File: config.mk
export PLATFORM = sky130hd
export DESIGN_NAME = seg_scan_ctrl
export DESIGN_NICKNAME = d
export VERILOG_FILES = /design/src/rtl/seg_pkg.sv /design/src/rtl/seg_hex_decode.sv /design/src/rtl/seg_scan_ctrl.sv
export SDC_FILE = /design/constraint.sdc
export NUM_CORES = 1
export LEC_CHECK = 0
export ABC_AREA = 1
export CORE_UTILIZATION = 55
export DETAILED_ROUTE_END_ITERATION = 6
export PLACE_DENSITY = 0.72
export SKIP_LAST_GASP = 1
export SLEW_MARGIN = 20
export SYNTH_ARGS = -nofsm -noshare
export SYNTH_HDL_FRONTEND = slang
export SYNTH_SLANG_ARGS = --single-unit
File: constraint.sdc
create_clock -name sys_clk -period 2.6 [get_ports sys_clk]
set_input_delay 0.26 -clock sys_clk [delete_from_list [all_inputs] [get_ports sys_clk]]
set_output_delay 0.26 -clock sys_clk [all_outputs]
set_load 0.005 [all_outputs]
File: src/rtl/seg_pkg.sv
// Shared types and constants for the 7-segment display blocks.
// Pure declarations; no logic.
package seg_pkg;

    localparam int         NUM_DIGITS = 6;
    localparam logic [5:0] SEL_OFF    = 6'b111111;
    localparam logic [7:0] SEG_OFF    = 8'hFF;

    typedef struct packed {
        logic       dp;
        logic [3:0] val;
    } digit_t;

    typedef enum logic {
        PH_DEAD,
        PH_SHOW
    } phase_t;

endpackage

File: src/rtl/seg_hex_decode.sv
// Hex nibble to active-low 7-segment pattern (bit6..0 = g..a).
// Purely combinational, zero latency; no flow control.
module seg_hex_decode (
    input  logic [3:0] hex_val,
    output logic [6:0] seg_pat
);

    always_comb begin
        seg_pat = 7'h7F;
        case (hex_val)
            4'h0: seg_pat = 7'h40;
            4'h1: seg_pat = 7'h79;
            4'h2: seg_pat = 7'h24;
            4'h3: seg_pat = 7'h30;
            4'h4: seg_pat = 7'h19;
            4'h5: seg_pat = 7'h12;
            4'h6: seg_pat = 7'h02;
            4'h7: seg_pat = 7'h78;
            4'h8: seg_pat = 7'h00;
            4'h9: seg_pat = 7'h10;
            4'hA: seg_pat = 7'h08;
            4'hB: seg_pat = 7'h03;
            4'hC: seg_pat = 7'h46;
            4'hD: seg_pat = 7'h21;
            4'hE: seg_pat = 7'h06;
            4'hF: seg_pat = 7'h0E;
            default: seg_pat = 7'h7F;
        endcase
    end

endmodule

File: src/rtl/seg_scan_ctrl.sv
// Six-digit multiplexed 7-seg scanner with shadow buffer committed at frame boundaries.
// Outputs registered, one cycle after the cnt/idx/active state they reflect.
// Write port always ready one cycle after reset release; writes never stall.
module seg_scan_ctrl
    import seg_pkg::*;
#(
    parameter int SCAN_DIV = 50000,
    parameter int DEAD_CYC = 500
) (
    input  logic       sys_clk,
    input  logic       sys_rst_n,
    input  logic       wr_valid,
    output logic       wr_ready,
    input  logic [2:0] wr_idx,
    input  logic [4:0] wr_data,
    input  logic [5:0] digit_en,
    output logic [5:0] sel,
    output logic [7:0] seg_led,
    output logic       frame_pulse
);

    localparam int CW = $clog2(SCAN_DIV);

    logic [CW-1:0] cnt;
    logic [2:0]    idx;
    digit_t        shadow [NUM_DIGITS];
    digit_t        active [NUM_DIGITS];
    logic          dirty;

    logic          slot_end;
    logic          frame_end;
    logic          wr_hit;
    phase_t        phase;
    digit_t        cur_digit;
    logic          cur_en;
    logic [6:0]    hex_pat;
    logic [5:0]    sel_nxt;
    logic [7:0]    seg_nxt;

    assign slot_end  = (cnt == CW'(SCAN_DIV - 1));
    assign frame_end = slot_end && (idx == 3'd5);
    assign wr_hit    = wr_valid && wr_ready && (wr_idx <= 3'd5);
    assign phase     = (cnt < CW'(DEAD_CYC)) ? PH_DEAD : PH_SHOW;

    // Explicit mux keeps the 3-bit idx from ever addressing past the six digits.
    always_comb begin
        cur_digit = '0;
        cur_en    = 1'b0;
        for (int i = 0; i < NUM_DIGITS; i++) begin
            if (idx == 3'(i)) begin
                cur_digit = active[i];
                cur_en    = digit_en[i];
            end
        end
    end

    seg_hex_decode u_hex_decode (
        .hex_val (cur_digit.val),
        .seg_pat (hex_pat)
    );

    always_comb begin
        sel_nxt = SEL_OFF;
        seg_nxt = SEG_OFF;
        if (phase == PH_SHOW && cur_en) begin
            sel_nxt = SEL_OFF & ~(6'b000001 << idx);
            seg_nxt = {~cur_digit.dp, hex_pat};
        end
    end

    always_ff @(posedge sys_clk) begin
        if (!sys_rst_n) begin
            cnt         <= '0;
            idx         <= '0;
            wr_ready    <= 1'b0;
            frame_pulse <= 1'b0;
            sel         <= SEL_OFF;
            seg_led     <= SEG_OFF;
        end else begin
            cnt         <= slot_end ? '0 : cnt + CW'(1);
            if (slot_end) begin
                idx <= (idx == 3'd5) ? 3'd0 : idx + 3'd1;
            end
            wr_ready    <= 1'b1;
            frame_pulse <= frame_end;
            sel         <= sel_nxt;
            seg_led     <= seg_nxt;
        end
    end

    // Commit reads pre-edge shadow, so a coincident write survives in shadow and keeps dirty set.
    always_ff @(posedge sys_clk) begin
        if (!sys_rst_n) begin
            dirty <= 1'b0;
            for (int i = 0; i < NUM_DIGITS; i++) begin
                shadow[i] <= '0;
                active[i] <= '0;
            end
        end else begin
            if (frame_end && dirty) begin
                for (int i = 0; i < NUM_DIGITS; i++) begin
                    active[i] <= shadow[i];
                end
            end
            if (wr_hit) begin
                dirty <= 1'b1;
            end else if (frame_end) begin
                dirty <= 1'b0;
            end
            for (int i = 0; i < NUM_DIGITS; i++) begin
                if (wr_hit && wr_idx == 3'(i)) begin
                    shadow[i] <= digit_t'(wr_data);
                end
            end
        end
    end

endmodule
==> qor.log <==
qor: pwr.power_frac_clock 0.362
qor: critical_path.start_kind register
qor: floorplan.placeable_core_region 7690 sq um
qor: run_status.run_status complete, no violations
qor: pwr.static-leakage-power 2.02 nW
qor: global_routing.grt_usage 0.198
qor: pwr.sw_frac_of_total 0.236
qor: floorplan.fp.dieArea 8270 sq um
qor: synthesis.synth.cell_area 4350 sq um
qor: timing.hold_viol_final 0
qor: critical_path.worst_path_dominant_cell_family simple AND/OR/NAND/NOR gates
qor: cts.postCtsSetupRepairBufs 0
qor: route.vias 3128
qor: route.routedWlPerCell 11.8 microns
qor: synthesis.yosys.cell_types.count 33
qor: pwr.pwr-share-comb 0.050
qor: cts.cts_root_buf sky130_fd_sc_hd__clkbuf_8
qor: critical_path.crit_path_frequent_cell sky130_fd_sc_hd__nand2_1
qor: critical_path.worstPathCellList nand2_1, inv_1, ha_1, nor2_1, nand2_1, nand2_1, a21oi_2, inv_1, ha_1, nand2_1, nand2_1, nand2_1, nand3_1
qor: global_routing.grt_first_pass_wirelength 13000 microns
qor: floorplan.chipHeight 91.0 microns
qor: final_layout.syn2layout_area_growth 14.4%
qor: final_layout.final_net_count 556
qor: critical_path.critPathCaptureType register
qor: route.first_pass_iters 5
qor: global_routing.grt_antenna_before_repair 0
qor: pwr.power_frac_seq 0.588
qor: cts.cts.hold.buffers_added 0
qor: global_routing.global_route.usage.met2 0.323
qor: floorplan.die_x 91.0 microns
qor: placement.final_weighted_congestion_in_routability_driven_placement 0.908
qor: cts.clkLatencyLatePin 360 ps
qor: route.antenna_left 0
qor: global_routing.grt_max_degree 31
qor: critical_path.cp.buffers_inverters 2
qor: global_routing.use_met1 0.260
qor: critical_path.worstSetupPathType register to register
qor: synthesis.ys.warnings.count 0
qor: global_routing.globalRoute.totalOverflow 0
qor: timing.tightest_slew 557 ps
qor: floorplan.floorplan.rows 32
qor: pwr.intPower 2.17 mW
qor: final_layout.sequential_cell_area 2520 sq um
qor: critical_path.crit_path_max_incr_delay 450 ps
qor: pwr.p_per_area 572 nW/um^2
qor: global_routing.globalRoute.busiestLayer met2
qor: floorplan.floorplan.initialDensity 0.566
qor: placement.place_ws 324 ps
qor: route.drtIter0Drc 102
qor: timing.fmax 457 MHz
qor: floorplan.ios 33
qor: cts.cts.path.max_buffers 2
qor: critical_path.cp.required 2840 ps
qor: timing.fin_crit_sh 0.842
qor: timing.timing.max_slew.rel_slack 0.629
qor: pwr.vdd_drop_max 0.000340 V
qor: pwr.net-switching-power 671 uW
qor: route.via_per_inst 4.90
qor: timing.fin_worst_hold_slack 475 ps
qor: critical_path.cp_data_arrival_time 2430 ps
qor: cts.clock_sink_count 96
qor: worst_hold_path.timing.hold.worst.class register to register
qor: synthesis.synthesized_area_per_cell 8.81 sq um
qor: final_layout.layout_commonest_cell sky130_fd_sc_hd__nor2_1
qor: final_layout.layout.cells.most_common_list sky130_fd_sc_hd__nor2_1, sky130_fd_sc_hd__nand2_1, sky130_fd_sc_hd__inv_1
qor: placement.numPortBuffers 32
qor: timing.finalSetupViolCount 0
qor: global_routing.vias_in_the_first_global_route 2913
qor: run.maxCapViolCount 0
qor: synthesis.postSynthRegisterBits 96
qor: synthesis.synthesis.nets 519
qor: critical_path.cp_slowest_cell sky130_fd_sc_hd__dfxtp_2
qor: cts.cts.htree.levels 3
qor: cts.cts_tree done
qor: pwr.design_power_total 2.85 mW
qor: route.drcViolationCount 0
qor: final_layout.final_design_area_no_fill 4980 sq um
qor: global_routing.globalRouteMet3Util 0.0318
qor: placement.placed_area 4760 sq um
qor: final_layout.final_layout_size_suffix_gt1_frac 0.0933
qor: timing.finalMaxSlewViolations 0
qor: timing.timing.setup.tns 0 ps
qor: cts.postCtsResizedCells 0
qor: cts.clk_transition_reported_paths 100 ps
qor: cts.numCtsBuffers 9
qor: timing.final_period_minus_worst_setup_slack 2190 ps
qor: final_layout.fill_cells 656
qor: route.detail_route.wirelength 7560 microns
qor: synthesis.postSynthCellCount 494
qor: critical_path.critical_path_peak_fanout 10
qor: timing.finalClockSkew 13.3 ps
qor: synthesis.synth_sequential_area_ratio 0.580
qor: placement.hpwlAfterDp 5550 microns
qor: timing.unrepaired_setup_endpoints_after_global_routing no
qor: final_layout.multi_input_comb_area 1480 sq um
qor: final_layout.diodes 0
qor: timing.worst_slack 410 ps
## state kept, by name (all words and copies together), names as in the netlist
register / count
sel: 6
shadow: 30
cnt: 16
active: 30
seg_led: 8
frame_pulse: 1
wr_ready: 1
dirty: 1
idx: 3
## cell type report
class / count / area share
inverter: 74 / 0.0558
multi-input combinational: 313 / 0.297
clock inverter: 7 / 0.0173
timing repair buffer: 37 / 0.0719
clock buffer: 9 / 0.0249
tap: 102 / 0.0256
sequential: 96 / 0.507
## power groups by stage
stage	sequential, mW	combinational [mW]	clock, mW
5_1_grt	1.68	0.160	1.10
3_5_place_dp	1.71	0.141	0
6_report	1.67	0.142	1.03
3_3_place_gp	1.71	0.139	0
2_1_floorplan	1.70	0.0876	0
4_1_cts	1.67	0.142	1.04
## cell families after synthesis
logic type	after synthesis	share of synthesized area
XOR/XNOR	2	0.00403
AND/OR/NAND/NOR	269	0.268
buffers and inverters	85	0.0805
AO/OA/AOI/OAI	34	0.0446
adder cells (fa/ha/maj)	8	0.0230
flip-flops	96	0.580
## layer usage
layer | share of wire | up-vias
li1 | - | 1659
met1 | 0.48 | 1370
met2 | 0.46 | 85
met3 | 0.040 | 14
met4 | 0.022 | 0
met5 | 0 | -
## synth_stat cells
cell | instances | area, sq um
sky130_fd_sc_hd__o21ai_0 | 5 | 25.0
sky130_fd_sc_hd__or2_1 | 1 | 6.26
sky130_fd_sc_hd__nand3_2 | 1 | 10.0
sky130_fd_sc_hd__nor3_4 | 1 | 16.3
sky130_fd_sc_hd__nand3_1 | 34 | 170
sky130_fd_sc_hd__nor2_1 | 108 | 405
sky130_fd_sc_hd__buf_6 | 3 | 33.8
sky130_fd_sc_hd__o211ai_1 | 2 | 15.0
sky130_fd_sc_hd__nor4_1 | 3 | 18.8
sky130_fd_sc_hd__o21a_1 | 2 | 15.0
sky130_fd_sc_hd__or2_2 | 2 | 12.5
sky130_fd_sc_hd__inv_2 | 9 | 33.8
sky130_fd_sc_hd__ha_1 | 8 | 100
sky130_fd_sc_hd__o21ai_1 | 1 | 5.00
sky130_fd_sc_hd__xnor2_1 | 1 | 8.76
sky130_fd_sc_hd__a21oi_1 | 20 | 100
sky130_fd_sc_hd__xor2_1 | 1 | 8.76
sky130_fd_sc_hd__nand4_1 | 9 | 56.3
sky130_fd_sc_hd__nor3_1 | 3 | 15.0
sky130_fd_sc_hd__dfxtp_1 | 36 | 721
sky130_fd_sc_hd__o41ai_1 | 1 | 8.76
sky130_fd_sc_hd__nor3b_1 | 1 | 7.51
sky130_fd_sc_hd__buf_4 | 1 | 7.51
sky130_fd_sc_hd__edfxtp_1 | 60 | 1800
sky130_fd_sc_hd__nand2_2 | 7 | 43.8
sky130_fd_sc_hd__a21oi_2 | 2 | 17.5
sky130_fd_sc_hd__o31ai_1 | 1 | 7.51
sky130_fd_sc_hd__nand2_1 | 94 | 353
sky130_fd_sc_hd__inv_1 | 65 | 244
sky130_fd_sc_hd__nor3_2 | 4 | 40.0
sky130_fd_sc_hd__buf_2 | 4 | 20.0
sky130_fd_sc_hd__clkbuf_1 | 3 | 11.3
sky130_fd_sc_hd__nor3b_2 | 1 | 12.5
## worst paths after layout
check	start	to	slack (ps)	cells past startpoint
min reg2reg	cnt[0]	cnt[0]	470	1
min	cnt[0]	cnt[0]	470	1
max	idx[1]	seg_led[3]	410	13
max reg2reg	idx[1]	seg_led[3]	410	13
## worst register-to-register path, stage by stage (launching register included)
cell	delay [ps]
sky130_fd_sc_hd__dfxtp_2	450
sky130_fd_sc_hd__nand2_1	80
sky130_fd_sc_hd__inv_1	60
sky130_fd_sc_hd__ha_1	350
sky130_fd_sc_hd__nor2_1	90
sky130_fd_sc_hd__nand2_1	80
sky130_fd_sc_hd__nand2_1	60
sky130_fd_sc_hd__a21oi_2	260
sky130_fd_sc_hd__inv_1	140
sky130_fd_sc_hd__ha_1	230
sky130_fd_sc_hd__nand2_1	100
sky130_fd_sc_hd__nand2_1	60
sky130_fd_sc_hd__nand2_1	50
sky130_fd_sc_hd__nand3_1	60
## through the flow
stage	std cells	util
3_5_place_dp	622	0.620
3_3_place_gp	622	0.620
5_1_grt	638	0.647
4_1_cts	638	0.647
2_1_floorplan	494	-
6_report	638	0.647
(Power assumes the default switching activity.)
